===== src/rtl/skew_feeder.sv =====
// skew_feeder: diagonal input skewer for the systolic matrix-multiply array.
// Takes one tile of ROWS vectors (CH signed lanes of BITS bits) over a
// valid/ready handshake. It emits ROWS+CH-1 steps in which lane c is delayed
// by d(c) steps. Zeros are padded before and after the tile data.
//
// Ports:
//   clk, rst        clock, asynchronous active-high reset
//   start           begin a tile (honoured only when idle)
//   in_valid/ready  input handshake; in_ready mirrors out_ready while loading
//   din             input vector, lane c at din[c]
//   out_ready       downstream accepts a step; low stalls the feeder
//   out_valid       dout was updated by a step on the previous edge
//   dout            skewed output vector
//   busy            a tile is in progress
//   done            one-cycle pulse alongside the final step's out_valid
module skew_feeder #(
  parameter int unsigned BITS     = 8,
  parameter int unsigned CH       = 8,
  parameter int unsigned ROWS     = 8,
  parameter int unsigned SKEW_DIR = 0
) (
  input  logic                          clk,
  input  logic                          rst,
  input  logic                          start,
  input  logic                          in_valid,
  output logic                          in_ready,
  input  logic signed [CH-1:0][BITS-1:0] din,
  input  logic                          out_ready,
  output logic                          out_valid,
  output logic signed [CH-1:0][BITS-1:0] dout,
  output logic                          busy,
  output logic                          done
);

  localparam int unsigned KW = $clog2(ROWS + CH) + 1;
  localparam logic [KW-1:0] K_LOAD_LAST = KW'(ROWS - 1);
  localparam logic [KW-1:0] K_LAST      = KW'(ROWS + CH - 2);

  typedef enum logic [1:0] {IDLE, LOAD, DRAIN} state_t;

  state_t                  state, state_nxt;
  logic [KW-1:0]           k;
  logic                    step;
  logic                    clear;
  logic                    last_step;
  logic [CH-1:0][BITS-1:0] lane_in;

  // State register
  always_ff @(posedge clk or posedge rst) begin
    if (rst) state <= IDLE;
    else     state <= state_nxt;
  end

  // Next state, handshake and step qualification
  always_comb begin
    state_nxt = state;
    in_ready  = 1'b0;
    step      = 1'b0;
    clear     = 1'b0;
    unique case (state)
      IDLE: begin
        if (start) begin
          state_nxt = LOAD;
          clear     = 1'b1;
        end
      end
      LOAD: begin
        in_ready = out_ready;
        step     = in_valid & out_ready;
        if (step && (k == K_LOAD_LAST)) begin
          if (CH == 1) state_nxt = IDLE;
          else         state_nxt = DRAIN;
        end
      end
      DRAIN: begin
        step = out_ready;
        if (step && (k == K_LAST)) state_nxt = IDLE;
      end
      default: state_nxt = IDLE;
    endcase
  end

  assign last_step = step && (k == K_LAST);

  // Lanes see tile data while loading and zero padding while draining
  assign lane_in = (state == LOAD) ? din : '0;

  // Step counter and registered status outputs
  always_ff @(posedge clk or posedge rst) begin
    if (rst) begin
      k         <= '0;
      out_valid <= 1'b0;
      done      <= 1'b0;
      busy      <= 1'b0;
    end else begin
      out_valid <= step;
      done      <= last_step;
      busy      <= (state_nxt != IDLE);
      if (clear)     k <= '0;
      else if (step) k <= k + KW'(1);
    end
  end

  // Per-lane delay: d(c) shift stages ahead of the output register
  for (genvar c = 0; c < int'(CH); c++) begin : g_lane
    localparam int unsigned D = (SKEW_DIR == 0) ? int'(c) : CH - 1 - int'(c);
    logic [BITS-1:0] q;

    assign dout[c] = q;

    if (D == 0) begin : g_pass
      always_ff @(posedge clk or posedge rst) begin
        if (rst)       q <= '0;
        else if (step) q <= lane_in[c];
      end
    end else begin : g_sr
      logic [D-1:0][BITS-1:0] sr;

      // Start clears the stages so an earlier tile cannot leak into a new one
      always_ff @(posedge clk or posedge rst) begin
        if (rst) begin
          sr <= '0;
          q  <= '0;
        end else if (clear) begin
          sr <= '0;
        end else if (step) begin
          q     <= sr[D-1];
          sr[0] <= lane_in[c];
          for (int unsigned i = 1; i < D; i++) sr[i] <= sr[i-1];
        end
      end
    end
  end

endmodule


===== config.mk =====
export PLATFORM = sky130hd
export DESIGN_NAME = skew_feeder
export DESIGN_NICKNAME = d
export VERILOG_FILES = /design/src/rtl/skew_feeder.sv
export SDC_FILE = /design/constraint.sdc
export NUM_CORES = 1
export LEC_CHECK = 0
export CAP_MARGIN = 20
export CORE_ASPECT_RATIO = 0.5
export CORE_MARGIN = 2
export CORE_UTILIZATION = 50
export DETAILED_ROUTE_END_ITERATION = 12
export PLACE_DENSITY = 0.73
export SYNTH_ARGS = -nofsm -noshare
export SYNTH_HDL_FRONTEND = slang
export SYNTH_SLANG_ARGS = --single-unit

===== constraint.sdc =====
create_clock -name clk -period 12.9 [get_ports clk]
set_input_delay 3.225 -clock clk [delete_from_list [all_inputs] [get_ports clk]]
set_output_delay 3.225 -clock clk [all_outputs]
set_load 0.02 [all_outputs]

==> run_results.csv, run 1 <==
group,metric,value,unit
placement,dpl_cell_area,13000,sq um
synthesis,synth_simple_gate_area_share,13.0,%
sta,hold_violations,0,
placement,placedCellCount,1443,
worst_setup_path,required,9.68,ns
clocking,clock_latency,0.53,ns
global_routing,grt_max_degree,162,
worst_setup_path,r2r_slack,9.46,ns
finish,fillers,1844,
synthesis,synth.area.top_cells,"dfrtp_1 65%, nand2_1 12%, a21oi_1 7.4%",
sta,min_period,7.74,ns
floorplan,die_width,218,um
run_status,status,"completed",
drt,firstDrtPassIters,5,
synthesis,syn_avg_cell_area,10.8,sq um
floorplan,dieArea,24300,sq um
synthesis,synthMuxAreaShare,5.49,%
floorplan,core,22700,sq um
global_routing,antenna_found_initial,0,
sta,slew_headroom,35.5,%
finish,fin_nets,1241,
worst_setup_path,crit_slowest_cell,"clkdlybuf4s50_1",
worst_setup_path,critPathKind,"in2out",
sta,finClkSkew,0.00579,ns
sta,rsz0062_at_grt,"false",
worst_setup_path,crit_chain,"clkdlybuf4s50_1, and2_1, clkdlybuf4s50_1",
floorplan,std_cell_rows,39,
synthesis,syn_nets,1143,
placement,gp_congestion,0.780,
synthesis,yosysWarnings,0,
clocking,clkSinkCount,298,
clocking,clk_pin_slew,0.07,ns
worst_setup_path,crit_fanout,4,
synthesis,yosys_register_bits,298,
floorplan,num_io_pins,137,
pwr,p_leak,6.21,nW
clocking,clockRootBuffer,"clkbuf_16",
sta,final_max_slew_viol_count,0,
sta,whs,0.471,ns
drt,via_per_inst,5.23,
synthesis,synth_top_area_share,64.9,%
sta,setup_viol_count_final,0,
global_routing,grt_pass1_vias,7534,
synthesis,synth_compound_area_share,12.2,%
pwr,totalPowerFinal,2.12,mW
floorplan,start_util,50.7,%
worst_hold_path,hp-class,"reg2reg",
placement,post-dp-hpwl,13.4,mm
clocking,numCtsBuffers,27,
clocking,cts_resized,0,
finish,layout_commonest_cell,"nand2_1",
global_routing,track_usage,19.8,%
run,drv_cap,0,
pwr,p_per_area,153,nW/um^2
synthesis,seq_area_frac_synth,64.9,%
drt,drt-total-wl,23.5,mm
worst_setup_path,worstPathArrival,4.52,ns
sta,tightest_slew,0.968,ns
drt,routedWlPerCell,15.7,um
floorplan,fp.dieH,111,um
worst_setup_path,cp_common_cell,"clkdlybuf4s50_1",
finish,n_antenna_cell,0,
finish,fin_area,13900,sq um
clocking,ctsHoldBuffers,0,
finish,layout_common_cells,"356 x nand2_1, 298 x dfrtp_1, 169 x a21oi_1, 136 x clkdlybuf4s50_1, 57 x a22o_1",
finish,final_cells,1493,
worst_setup_path,cp-start-kind,"primary input",
synthesis,synthAdderAreaFrac,0.653,%
worst_setup_path,max_stage_delay,0.60,ns
clocking,clk_path_buf_depth,3,
synthesis,synth_top_family_by_area,"simple AND/OR/NAND/NOR gates",
worst_setup_path,cp-end-kind,"output port",
sta,final.setup.tns,0,ns
sta,fin_crit_sh,60.0,%
synthesis,syn_area,11500,sq um
synthesis,synthDistinctLibCells,30,
synthesis,synth.largest_area_cell,"dfrtp_1",
clocking,cts_tree,"built",
finish,drive_gt1_share,10.2,%
placement,port_buffers,136,
synthesis,syn-instance-count,1068,
synthesis,synthXorXnorAreaFrac,0.305,%
global_routing,grt_pass1_wl,39.3,mm
drt,drt-initial-drc-count,570,
finish,area_growth,20.6,%
global_routing,overflow,0,
sta,max_freq,0.129,GHz
clocking,cts_max_level,1,
pwr,peakVddDrop,0.0791,mV
drt,drc,0,
drt,dr_total_vias,7811,
drt,ant_nets,0,
clocking,cts_setup_buffers,0,
[final cells by class]
type	instances	area, sq um	area share, %
repair buffers	147	1460	10.6
multi-input cells	685	3650	26.4
clock buffers	34	742	5.35
clock inverters	15	120	0.867
well taps	307	384	2.77
inverters	7	38.8	0.280
flip-flops and latches	298	7460	53.8
[worst paths after layout]
| kind | start | endpoint | depth (start not counted) |
|---|---|---|---|
| worst max register to register | state[1] | g_lane[3].g_sr.sr[13] | 8 |
| worst min-delay path | g_lane[0].q[3] | g_lane[0].q[3] | 2 |
| worst min register to register | g_lane[0].q[3] | g_lane[0].q[3] | 2 |
| worst max-delay path | out_ready | in_ready | 3 |
| min in group asynchronous | rst | g_lane[6].g_sr.sr[47] | 2 |
| max in group asynchronous | rst | g_lane[2].q[0] | 4 |
[where the power goes]
part           internal, mW  total (mW)  leakage (nW)  switching, mW
Sequential            0.983        1.01          4.15         0.0290
Clock                 0.430       0.782         0.416          0.352
Combinational         0.104       0.324          1.64          0.219
[critical path, delay by kind of cell]
family	cells	cell delay, ns
buffers and inverters	2	1.15
and+or+nand+nor	1	0.14
[routing by layer]
metal / vias to the layer above / global-route usage [%] / wire length [um]
met4: 0 / 3.49 / 383
met3: 35 / 3.29 / 772
met5: - / 0 / 0
li1: 3763 / - / -
met2: 119 / 30.8 / 11200
met1: 3894 / 29.7 / 11100
[cell families after synthesis]
| family | count (synthesis) |
|---|---|
| muxes | 56 |
| buffers and inverters | 85 |
| and+or+nand+nor | 386 |
| xor gates and xnor gates | 4 |
| adders and majority gates | 6 |
| AOI/OAI and AO/OA | 233 |
| DFF | 298 |
[cell usage after synthesis]
master    count
nand2_1     356
dfrtp_1     298
a21oi_1     169
a22o_1       57
mux2_2       56
buf_2        42
clkbuf_1     30
nand3_1      11
nor2_1        7
ha_1          6
inv_1         6
buf_4         5
xnor2_1       4
nor3_1        3
a211oi_1      2
and2_1        2
a21oi_2       1
a221oi_1      1
a31oi_1       1
and2_0        1
buf_6         1
inv_4         1
nand4_1       1
nand4b_1      1
nor3b_1       1
nor4bb_1      1
o21a_1        1
o31ai_1       1
or2_1         1
or3_1         1
[state kept, by name, indices dropped and copies added (netlist names)]
signal	flops
g_lane.g_sr.sr	224
g_lane.q	64
k	5
state	2
busy	1
done	1
out_valid	1
[per-stage QoR]
stage | setup slack [ns] | util [%]
2_1_floorplan | 1.44 | -
3_3_place_gp | 5.18 | 57.2
3_5_place_dp | 5.19 | 57.2
4_1_cts | 5.18 | 61.0
5_1_grt | 5.07 | 61.1
6_report | 5.16 | 61.1
Power figures use the tool's default switching activity.
==> inputs of run 2 (changes only) <==
==> constraint.sdc (replaced) <==
create_clock -name clk -period 7.2 [get_ports clk]
set_input_delay 1.8 -clock clk [delete_from_list [all_inputs] [get_ports clk]]
set_output_delay 1.8 -clock clk [all_outputs]
set_load 0.02 [all_outputs]
==> run 2 against run 1 <==
  * Final cell count shrank 0.13%
  * Total power grew 80%
  * Wire length shrank 1.9%
  * Cell area grew 0.15%
  * Count of clock-buffer cells in the layout grew 6
==> run_results.csv, run 2 (same netlist as run 1, synthesis figures left out) <==
group,metric,value,unit
clocking,cts_setup_buffers,0,
floorplan,num_io_pins,137,
clocking,clkSinkCount,298,
drt,via_per_inst,5.20,
clocking,ctsHoldBuffers,0,
finish,fillers,1878,
sta,finClkSkew,0.00720,ns
global_routing,grt_max_degree,158,
finish,area_growth,20.8,%
global_routing,grt_pass1_wl,39.4,mm
clocking,clk_pin_slew,0.06,ns
pwr,clock_power_share,37.3,%
placement,post-dp-hpwl,13.2,mm
worst_setup_path,cp-start-kind,"primary input",
finish,largest_reg_flops,224,
pwr,switchingPower,1.04,mW
global_routing,grt_pass1_vias,7745,
sta,tightest_slew,0.992,ns
global_routing,antenna_found_initial,0,
worst_setup_path,cp-end-kind,"output port",
drt,drt-initial-drc-count,617,
sta,final_max_slew_viol_count,0,
clocking,cts_tree,"built",
finish,fin_area,13900,sq um
placement,dpl_cell_area,13000,sq um
pwr,seqPwrFrac,47.6,%
sta,max_freq,0.205,GHz
clocking,clk_path_buf_depth,3,
sta,fin_crit_sh,67.6,%
finish,top_register,"g_lane.g_sr.sr",
floorplan,dieArea,24300,sq um
drt,firstDrtPassIters,4,
sta,setup_viol_count_final,0,
sta,rsz0062_at_grt,"false",
finish,fin_nets,1239,
run,drv_cap,0,
placement,port_buffers,136,
clocking,clock_latency,0.53,ns
sta,hold_violations,0,
worst_setup_path,required,5.40,ns
finish,reg_top3,"g_lane.g_sr.sr x224, g_lane.q x64, k x5",
worst_setup_path,critPathKind,"in2out",
sta,slew_headroom,33.8,%
global_routing,track_usage,19.7,%
drt,drt-total-wl,23.1,mm
pwr,peakVddDrop,0.161,mV
sta,final.setup.tns,0,ns
drt,routedWlPerCell,15.5,um
clocking,clockRootBuffer,"clkbuf_16",
worst_setup_path,crit_fanout,4,
drt,ant_nets,0,
sta,min_period,4.87,ns
finish,drive_gt1_share,9.71,%
finish,final_cells,1491,
floorplan,std_cell_rows,39,
worst_setup_path,worstPathArrival,3.07,ns
floorplan,start_util,50.7,%
finish,n_antenna_cell,0,
clocking,cts_max_level,1,
placement,gp_congestion,0.765,
pwr,p_per_area,274,nW/um^2
drt,drc,0,
floorplan,die_width,218,um
placement,placedCellCount,1442,
run_status,status,"completed",
finish,layout_commonest_cell,"nand2_1",
finish,layout_common_cells,"356 x nand2_1, 298 x dfrtp_1, 169 x a21oi_1, 136 x clkdlybuf4s50_1, 57 x a22o_1",
clocking,cts_resized,0,
pwr,combPwrFrac,15.1,%
clocking,numCtsBuffers,26,
drt,dr_total_vias,7752,
pwr,p_sw_share,27.3,%
global_routing,overflow,0,
pwr,intPower,2.77,mW
pwr,p_leak,6.22,nW
floorplan,fp.dieH,111,um
worst_hold_path,hp-class,"reg2reg",
floorplan,core,22700,sq um
[run 2: cell count changes in the layout (fill, tap and decap cells not counted)]
cell        change
buf_12          +3
clkbuf_8        +2
buf_16          -1
clkbuf_1        +4
buf_4           -3
clkinvlp_4      -3
clkinv_2        -2
bufinv_16       +1
clkinv_4        -1
inv_8           -1
inv_6           -1
[run 2: stage by stage]
step | worst slack [ns] | hold WS, ns | util [%] | total power [mW]
2_1_floorplan | 1.44 | 0.467 | - | 2.22
3_3_place_gp | 2.33 | 0.455 | 57.2 | 2.41
3_5_place_dp | 2.34 | 0.465 | 57.2 | 2.42
4_1_cts | 2.33 | 0.474 | 61.1 | 3.86
5_1_grt | 2.27 | 0.499 | 61.2 | 3.99
6_report | 2.33 | 0.474 | 61.2 | 3.81
[run 2: power groups by stage]
stage / combinational (mW) / clock [mW] / sequential (mW)
after CTS: 0.584 / 1.46 / 1.81
after global placement: 0.571 / 0 / 1.84
after floorplan: 0.345 / 0 / 1.87
after global routing: 0.629 / 1.54 / 1.82
final: 0.576 / 1.42 / 1.81
after detailed placement: 0.581 / 0 / 1.84
[run 2: metal layers]
metal  vias up  share of wire [%]  wire length, um  GRT usage, %
met4         0                1.3              309          3.58
met2        88                 47            10800          30.8
li1       3740                  -                -             -
met3        26                3.1              706          3.54
met5         -                  0                0             0
met1      3898                 49            11200          29.1
[run 2: final timing paths]
path                                          to           start  cells after the start  slack, ns
max                                     in_ready       out_ready                      3       2.33
min                               g_lane[0].q[0]  g_lane[0].q[0]                      2       0.47
max reg2reg                g_lane[3].g_sr.sr[14]        state[1]                      8       3.71
min reg2reg                       g_lane[0].q[0]  g_lane[0].q[0]                      2       0.47
max in group asynchronous  g_lane[4].g_sr.sr[11]             rst                      4       4.28
min in group asynchronous  g_lane[3].g_sr.sr[23]             rst                      2       1.56
[run 2: worst max-delay path, stage by stage]
cell and delay (ns):
clkdlybuf4s50_1 0.53, and2_1 0.14, clkdlybuf4s50_1 0.60
[run 2: layout make-up]
| type | count | area (sq um) | share of cell area [%] |
|---|---|---|---|
| sequential | 298 | 7460 | 53.7 |
| clock inverter | 8 | 92.6 | 0.667 |
| clock buffer | 40 | 785 | 5.65 |
| timing repair buffer | 146 | 1470 | 10.6 |
| inverter | 7 | 35.0 | 0.252 |
| multi-input combinational | 685 | 3650 | 26.3 |
| tap | 307 | 384 | 2.77 |
